**config.mk**
```make
export PLATFORM = sky130hd
export DESIGN_NAME = pattern_blinker
export DESIGN_NICKNAME = d
export VERILOG_FILES = /design/src/rtl/pattern_blinker.sv
export SDC_FILE = /design/constraint.sdc
export NUM_CORES = 1
export LEC_CHECK = 0
export CAP_MARGIN = 20
export CELL_PAD_IN_SITES_DETAIL_PLACEMENT = 2
export CELL_PAD_IN_SITES_GLOBAL_PLACEMENT = 2
export CORE_ASPECT_RATIO = 1.1
export CORE_MARGIN = 2
export CORE_UTILIZATION = 37
export CTS_CLUSTER_SIZE = 28
export DETAILED_ROUTE_END_ITERATION = 10
export PLACE_DENSITY_LB_ADDON = 0.1
export SYNTH_ARGS = -nofsm -noshare
export SYNTH_HDL_FRONTEND = slang
export SYNTH_SLANG_ARGS = --single-unit
```
**constraint.sdc**
```tcl
create_clock -name clk -period 2.15 [get_ports clk]
set_input_delay 0.3225 -clock clk [delete_from_list [all_inputs] [get_ports clk]]
set_output_delay 0.3225 -clock clk [all_outputs]
set_load 0.02 [all_outputs]
```
**src/rtl/pattern_blinker.sv**
```systemverilog
// Multi-channel blink-pattern sequencer: each channel plays a STEPS-long on/off
// pattern, one step per TICK_DIV clocks, with one-shot or looping playback.
module pattern_blinker #(
  parameter int CHANNELS = 1,
  parameter int STEPS    = 27,
  parameter int TICK_DIV = 50_000_000,
  parameter logic [CHANNELS*STEPS-1:0] PATTERN = 27'h7F0FC3F
) (
  input  logic                  clk,
  input  logic                  reset,
  input  logic                  start,
  input  logic                  stop,
  input  logic                  loop_en,
  output logic [CHANNELS-1:0]   out,
  output logic                  busy,
  output logic                  done,
  output logic [((STEPS > 1) ? $clog2(STEPS) : 1)-1:0] step_idx
);

  localparam int unsigned SW = (STEPS > 1) ? $clog2(STEPS) : 1;
  localparam int unsigned PW = (TICK_DIV > 1) ? $clog2(TICK_DIV) : 1;
  localparam int unsigned IW = $clog2(CHANNELS * STEPS);
  localparam logic [SW-1:0] LAST_S = SW'(STEPS - 1);
  localparam logic [PW-1:0] LAST_P = PW'(TICK_DIV - 1);

  typedef enum logic {IDLE, RUN} state_t;

  state_t                state_q;
  logic [PW-1:0]         presc_q;
  logic [SW-1:0]         step_q;
  logic [CHANNELS-1:0]   out_q;
  logic                  busy_q;
  logic                  done_q;
  logic [SW-1:0]         step_nxt_d;
  logic [CHANNELS-1:0]   bits_nxt_d;
  logic [CHANNELS-1:0]   bits_first_d;

  function automatic logic [CHANNELS-1:0] step_bits(input logic [SW-1:0] idx);
    logic [CHANNELS-1:0] bits;
    logic [IW-1:0]       pos;
    bits = '0;
    for (int unsigned c = 0; c < CHANNELS; c++) begin
      pos     = IW'(c * STEPS) + IW'(idx);
      bits[c] = PATTERN[pos];
    end
    return bits;
  endfunction

  // Next step wraps to 0 after the last one; only used when looping.
  always_comb begin
    step_nxt_d   = (step_q == LAST_S) ? '0 : step_q + SW'(1);
    bits_nxt_d   = step_bits(step_nxt_d);
    bits_first_d = step_bits('0);
  end

  always_ff @(posedge clk or posedge reset) begin
    if (reset) begin
      state_q <= IDLE;
      presc_q <= '0;
      step_q  <= '0;
      out_q   <= '0;
      busy_q  <= 1'b0;
      done_q  <= 1'b0;
    end else begin
      done_q <= 1'b0;
      case (state_q)
        IDLE: begin
          presc_q <= '0;
          step_q  <= '0;
          out_q   <= '0;
          busy_q  <= 1'b0;
          if (start && !stop) begin
            state_q <= RUN;
            busy_q  <= 1'b1;
            out_q   <= bits_first_d;
          end
        end
        RUN: begin
          if (stop) begin
            state_q <= IDLE;
            presc_q <= '0;
            step_q  <= '0;
            out_q   <= '0;
            busy_q  <= 1'b0;
          end else if (presc_q == LAST_P) begin
            presc_q <= '0;
            if (step_q == LAST_S && !loop_en) begin
              state_q <= IDLE;
              step_q  <= '0;
              out_q   <= '0;
              busy_q  <= 1'b0;
              done_q  <= 1'b1;
            end else begin
              step_q <= step_nxt_d;
              out_q  <= bits_nxt_d;
            end
          end else begin
            presc_q <= presc_q + PW'(1);
          end
        end
        default: state_q <= IDLE;
      endcase
    end
  end

  assign out      = out_q;
  assign busy     = busy_q;
  assign done     = done_q;
  assign step_idx = step_q;

endmodule

```
==> results of run 1 <==
## power by group through the flow
stage          Combinational [mW]  Sequential [mW]  Clock, mW
2_1_floorplan              0.0249            0.683          0
3_3_place_gp               0.0569            0.681          0
3_5_place_dp               0.0582            0.682          0
4_1_cts                    0.0585            0.669      0.480
5_1_grt                    0.0637            0.670      0.510
6_report                   0.0567            0.669      0.466
## worst paths after layout
| path | startpoint | end | slack (ns) |
|---|---|---|---|
| worst max-delay path | presc_q[10]$_DFF_PP0_ | busy$_DFFE_PP0P_ | 0.16 |
| min in group clk | presc_q[0]$_DFF_PP0_ | presc_q[0]$_DFF_PP0_ | 0.53 |
| max in group asynchronous | reset | presc_q[20]$_DFF_PP0_ | 1.37 |
| worst max register to register | presc_q[10]$_DFF_PP0_ | busy$_DFFE_PP0P_ | 0.16 |
| worst min-delay path | reset | presc_q[22]$_DFF_PP0_ | 0.45 |
| worst min register to register | presc_q[0]$_DFF_PP0_ | presc_q[0]$_DFF_PP0_ | 0.53 |
## layout make-up
class                      count  area [um^2]  share of cell area (%)
multi-input combinational    156         1000                    45.1
sequential                    35          876                    39.5
timing repair buffer          17          170                    7.67
clock buffer                   6         72.6                    3.27
tap                           58         72.6                    3.27
inverter                       4         15.0                   0.677
clock inverter                 2         12.5                   0.564
## kinds of logic after synthesis
kind of cell / after synthesis / synth area share [%]
adders and majority gates: 3 / 1.96
and+or+nand+nor: 107 / 31.4
AOI/OAI and AO/OA: 21 / 7.33
buffers and inverters: 10 / 2.09
DFF: 35 / 45.8
xor gates and xnor gates: 25 / 11.4
## registers in the layout (all words and copies together) (netlist names)
| name | cells |
|---|---|
| out | 1 |
| done | 1 |
| state_q | 1 |
| busy | 1 |
| step_idx | 5 |
| presc_q | 26 |
## tightest hold or removal path, stage by stage
cell and delay [ns]:
clkdlybuf4s50_1 0.40, inv_1 0.05, buf_4 0.39
## layer usage
layer | global-route usage [%] | vias up
met5 | 0 | -
met1 | 23.2 | 797
met4 | 2.96 | 0
met3 | 3.79 | 5
met2 | 34.5 | 14
li1 | - | 742
## layout by cell type (no fill, tap or decap), drive strengths merged, types with 2 or more instances in the layout
master | synthesis | layout
buf | 2 | 5
o21ai | 4 | 4
dfrtp | 35 | 35
xnor2 | 7 | 7
a311oi | 2 | 2
clkbuf | 4 | 6
a21oi | 4 | 4
nor2 | 35 | 35
nand4 | 8 | 8
clkdlybuf4s50 | 0 | 12
a31oi | 2 | 2
nand4b | 2 | 2
and3 | 7 | 7
nor3 | 7 | 7
nor4 | 5 | 5
nand2b | 4 | 4
ha | 3 | 3
or3 | 2 | 2
nand3 | 17 | 17
a211oi | 3 | 3
xor2 | 18 | 18
inv | 4 | 4
nand2 | 14 | 14
## repair_timing
item | CTS | global route
buffers inserted | 0 | 0
hold buffers | 0 | 0
endpoints found under the setup margin | 0 | 2
endpoints found under the hold margin | 0 | 0
gates resized for setup | 0 | 1
==> out/results.tsv, run 1 <==
stage	metric	value	unit
run_status	status	completed	
worst_setup_path	cp_cell_sequence	or4b_4 -> nor3_4 -> nand4_1 -> o311ai_1 -> a21oi_1	
sta	tightest_slew	0.540	ns
clock_tree	root_buffer	clkbuf_8	
floorplanning	dieArea	0.00576	mm^2
worst_setup_path	startpoint_type	flop	
cells_and_area	finalCoreUtilization	44.4	%
clock_tree	numCtsBuffers	5	
logic_synthesis	synth-seq-cells	35	
route	wl_met2	2740	um
route	drt_iter0_drc	36	
pwr	switchingPower	0.280	mW
cells_and_area	stdcell_count	278	
floorplanning	fp.dieW	72.6	um
logic_synthesis	seq_area_frac_synth	45.8	%
logic_synthesis	synthesis.area	0.00191	mm^2
sta	rsz0062_at_grt	false	
floorplanning	core	0.00500	mm^2
sta	maxSlewViolCount	0	
placement	dpl.cell_count	270	
clock_tree	cts.sinks	35	
placement	pre_cts_ws	0.134	ns
floorplanning	die_h	79.4	um
logic_synthesis	yosys.area.top_type	dfrtp_1	
cells_and_area	design_area	0.00222	mm^2
logic_synthesis	yosys.area.top_type_share	45.8	%
route	wire_per_inst	17.9	um
sta	hold_ws	0.449	ns
sta	setup-tns-final	0	ns
worst_setup_path	rr_worst_depth	5	
sta	maxSlewHeadroom	63.7	%
logic_synthesis	synth_ff_type	dfrtp_1	
route	wl_met1	2100	um
route	dr.pass1.iters	4	
clock_tree	clk_pin_slew	0.08	ns
sta	post-route-period-util	92.8	%
worst_setup_path	crit_buf_inv	0	
pwr	power.internal	0.911	mW
worst_setup_path	critPathTopFamily	simple AND/OR/NAND/NOR gates	
pwr	p_leak	0.882	nW
worst_setup_path	slowest_stage	or4b_4	
cells_and_area	syn2layout_area_growth	16.0	%
route	drt-total-wl	4960	um
global_routing	grt_pass1_wl	8510	um
clock_tree	clockBufferDepth	2	
pwr	power.density	537	mW/mm^2
sta	setup_viol	0	
sta	fmax	501	MHz
logic_synthesis	synthArstFlopShare	100	%
global_routing	grt.overflow.total	0	
worst_setup_path	cp.required	2.31	ns
logic_synthesis	synth.avg_cell_area	9.52	um^2
clock_tree	cts_tree	yes	
global_routing	track_usage	18.9	%
pwr	power.total	1.19	mW
route	top_layer	met4	
route	postRouteAntennaNets	0	
logic_synthesis	netlist_instances	201	
logic_synthesis	synth_edf_count	0	
route	vias	1558	
logic_synthesis	yosysWarnings	0	
sta	final-hold-violation-count	0	
clock_tree	cts_htree_levels	2	
pwr	ir_drop	0.242	mV
placement	postPlaceCellArea	0.00213	mm^2
floorplanning	ioPinCount	13	
floorplanning	initial_core_util	38.3	%
pwr	switching_share	23.5	%
logic_synthesis	ys_top_cells_by_area	dfrtp_1, xor2_1, nor2_1	
route	drc	0	
run	drv_cap	0	
worst_setup_path	crit_type	reg2reg	
clock_tree	insertion_delay	0.28	ns
pwr	seqPwrFrac	56.1	%
worst_setup_path	cp_max_fo	4	
worst_setup_path	worstPathArrival	2.16	ns
placement	gp_congestion	0.781	
cells_and_area	diodes	0	
route	wl_met3	97	um
pwr	power_frac_comb	4.8	%
global_routing	grt_pass1_vias	1760	
cells_and_area	drive_above_1_share	9.09	%
worst_setup_path	critical-path-max-stage-delay	0.57	ns
placement	port_buffers	12	
floorplanning	rows	27	
cells_and_area	fillers	556	
sta	fin_ws	0.156	ns
route	viasPerCell	5.60	
logic_synthesis	ys_top_cells_by_count	dfrtp_1, nor2_1, xor2_1, nand3_1, nand2_1	
worst_setup_path	cp.depth	5	
placement	hpwl	3720	um
logic_synthesis	synthesis.nets	209	
global_routing	grt_antenna_before_repair	0	
pwr	pwr-share-clk	39.1	%
cells_and_area	nNetsFinal	227	
sta	finalCriticalPeriod	1.99	ns
sta	fin_skew	0.00730	ns
global_routing	grt_max_degree	36	
worst_setup_path	critical_path.endpoint_type	flop	
logic_synthesis	synth_cell_types	40	
hold_path	min_path_type	in2async	
Note: power is estimated with default switching activity, not from simulation.
==> inputs of run 2 (changes only) <==
Settings changed: GPL_TIMING_DRIVEN from default to 0.
==> run 2 against run 1 <==
Net effect:
- cell count rose by 1.1%
- worst hold slack improved by 0.029 ns
- final area grew 2.8%
- sequential power about the same
- clock skew decreased by 0.0011 ns
- routed wire length up 5.8%
- via count increased by 1.7%
- critical path depth up 2
- non-clock buffer count grew 3
- highest routed layer unchanged
==> out/results.tsv, run 2 (synthesis results as in run 1) <==
stage	metric	value	unit	change
sta	fin_skew	0.00621	ns	-0.00109 ns
worst_setup_path	critPathTopFamily	simple AND/OR/NAND/NOR gates		
route	wl_met3	104	um	+7.2%
cells_and_area	largest_reg_flops	26		unchanged
worst_setup_path	crit_type	reg2reg		
sta	final-hold-violation-count	0		unchanged
clock_tree	clockBufferDepth	2		unchanged
pwr	ir_drop	0.347	mV	+44%
sta	finalCriticalPeriod	2.00	ns	+0.00709 ns
route	drt-total-wl	5250	um	+5.8%
floorplanning	die_h	79.4	um	unchanged
clock_tree	clk_pin_slew	0.08	ns	about the same
route	wl_met1	2270	um	+7.9%
pwr	pwr-share-clk	46.4	%	+7.3 points
clock_tree	numCtsBuffers	5		unchanged
route	drc	0		unchanged
run_status	status	completed		
global_routing	grt_max_degree	20		-44%
route	top_layer	met4		
cells_and_area	final_cell_mix	dfrtp_1, nor2_1, xor2_1		
sta	tightest_slew	0.774	ns	+0.234 ns
cells_and_area	stdcell_count	281		+1.1%
placement	postPlaceCellArea	0.00213	mm^2	+0.12%
clock_tree	postCtsHoldBufs	0		unchanged
clock_tree	cts.sinks	35		unchanged
clock_tree	cts_tree	yes		
global_routing	grt_pass1_wl	9200	um	+8.2%
floorplanning	fp.dieW	72.6	um	unchanged
pwr	seqPwrFrac	49.2	%	-6.9 points
cells_and_area	syn2layout_area_growth	19.2	%	
placement	hpwl	3850	um	+3.3%
sta	post-route-period-util	93.1	%	+0.33 points
pwr	switching_share	21.9	%	-1.6 points
placement	dpl.cell_count	272		+0.74%
floorplanning	initial_core_util	38.3	%	unchanged
worst_setup_path	cp.depth	7		+2
route	postRouteAntennaNets	0		unchanged
sta	hold_ws	0.479	ns	+0.0291 ns
pwr	power.internal	1.06	mW	+16%
pwr	p_leak	0.902	nW	+2.2%
sta	fmax	500	MHz	-0.35%
clock_tree	root_buffer	clkbuf_8		
cells_and_area	regMostFlops	presc_q		
worst_setup_path	critical_path.endpoint_type	flop		
global_routing	track_usage	20.9	%	+1.9 points
route	viasPerCell	5.64		+0.65%
cells_and_area	diodes	0		unchanged
worst_setup_path	rr_worst_depth	7		+2
worst_setup_path	crit_buf_inv	1		+1
clock_tree	cts_htree_levels	2		unchanged
floorplanning	ioPinCount	13		unchanged
sta	maxSlewViolCount	0		unchanged
route	drt_iter0_drc	89		+150%
clock_tree	insertion_delay	0.29	ns	about the same
route	wire_per_inst	18.7	um	+4.7%
global_routing	grt.overflow.total	0		unchanged
global_routing	grt_pass1_vias	1751		-0.51%
floorplanning	rows	27		unchanged
cells_and_area	final_common_cell	dfrtp_1		
hold_path	min_path_type	in2async		
placement	pre_cts_ws	-0.0313	ns	-0.165 ns
sta	fin_ws	0.148	ns	-0.00709 ns
sta	setup_viol	0		unchanged
pwr	power.density	596	mW/mm^2	+11%
cells_and_area	drive_above_1_share	9.87	%	+0.77 points
sta	maxSlewHeadroom	48.4	%	-15 points
global_routing	grt_antenna_before_repair	0		unchanged
pwr	power_frac_comb	4.4	%	-0.4 points
floorplanning	dieArea	0.00576	mm^2	unchanged
cells_and_area	design_area	0.00228	mm^2	+2.8%
pwr	switchingPower	0.297	mW	+6.2%
sta	setup-tns-final	0	ns	unchanged
placement	gp_congestion	0.807		+3.3%
route	wl_met2	2820	um	+3.1%
cells_and_area	finalCoreUtilization	45.6	%	+1.2 points
worst_setup_path	cp.required	2.30	ns	about the same
worst_setup_path	critical-path-max-stage-delay	0.46	ns	-0.11 ns
placement	port_buffers	12		unchanged
worst_setup_path	worstPathArrival	2.16	ns	about the same
floorplanning	core	0.00500	mm^2	unchanged
worst_setup_path	cp_max_fo	6		+2
pwr	power.total	1.36	mW	+14%
run	drv_cap	0		unchanged
worst_setup_path	cp_cell_sequence	inv_1 -> ha_1 -> and3b_1 -> nor4_1 -> nor2_1 -> a22oi_1 -> o221ai_1		
worst_setup_path	slowest_stage	dfrtp_1		
route	dr.pass1.iters	4		unchanged
worst_setup_path	startpoint_type	flop		
cells_and_area	nNetsFinal	230		+1.3%
route	vias	1585		+1.7%
## run 2: area by class of cell
cell class	instances	area [um^2]
fillers	544	2720
multi-input cells	156	1010
flip-flops and latches	35	876
repair buffers	14	155
clock buffers	6	82.6
well taps	58	72.6
clock inverters	2	35.0
plain buffers	6	30.0
inverters	4	15.0
## run 2: power by group through the flow
stage | clock, mW | sequential, mW | combinational, mW
4_1_cts | 0.649 | 0.668 | 0.0605
2_1_floorplan | 0 | 0.683 | 0.0249
6_report | 0.631 | 0.668 | 0.0594
5_1_grt | 0.669 | 0.669 | 0.0671
3_5_place_dp | 0 | 0.682 | 0.0605
3_3_place_gp | 0 | 0.681 | 0.0521
## run 2: layer usage
layer,track usage [%],vias to the layer above
met5,0,-
met4,5.37,0
met3,4.17,4
met2,37.0,16
met1,25.6,817
li1,-,748
## run 2: path summary, 6_finish.rpt
check,start,to,slack [ns]
worst max register to register,step_idx[0]$_DFFE_PP0P_,out$_DFFE_PP0P_,0.15
worst min-delay path,reset,step_idx[0]$_DFFE_PP0P_,0.48
max in group asynchronous,reset,presc_q[7]$_DFF_PP0_,1.11
worst max-delay path,step_idx[0]$_DFFE_PP0P_,out$_DFFE_PP0P_,0.15
worst min register to register,presc_q[0]$_DFF_PP0_,presc_q[0]$_DFF_PP0_,0.53
min in group clk,presc_q[0]$_DFF_PP0_,presc_q[0]$_DFF_PP0_,0.53
## run 2: timing repair
action                     in CTS  in global routing
gates resized for setup         2                  4
setup buffers                   0                  1
setup endpoints to repair      20                 21
pin swaps                       0                  2
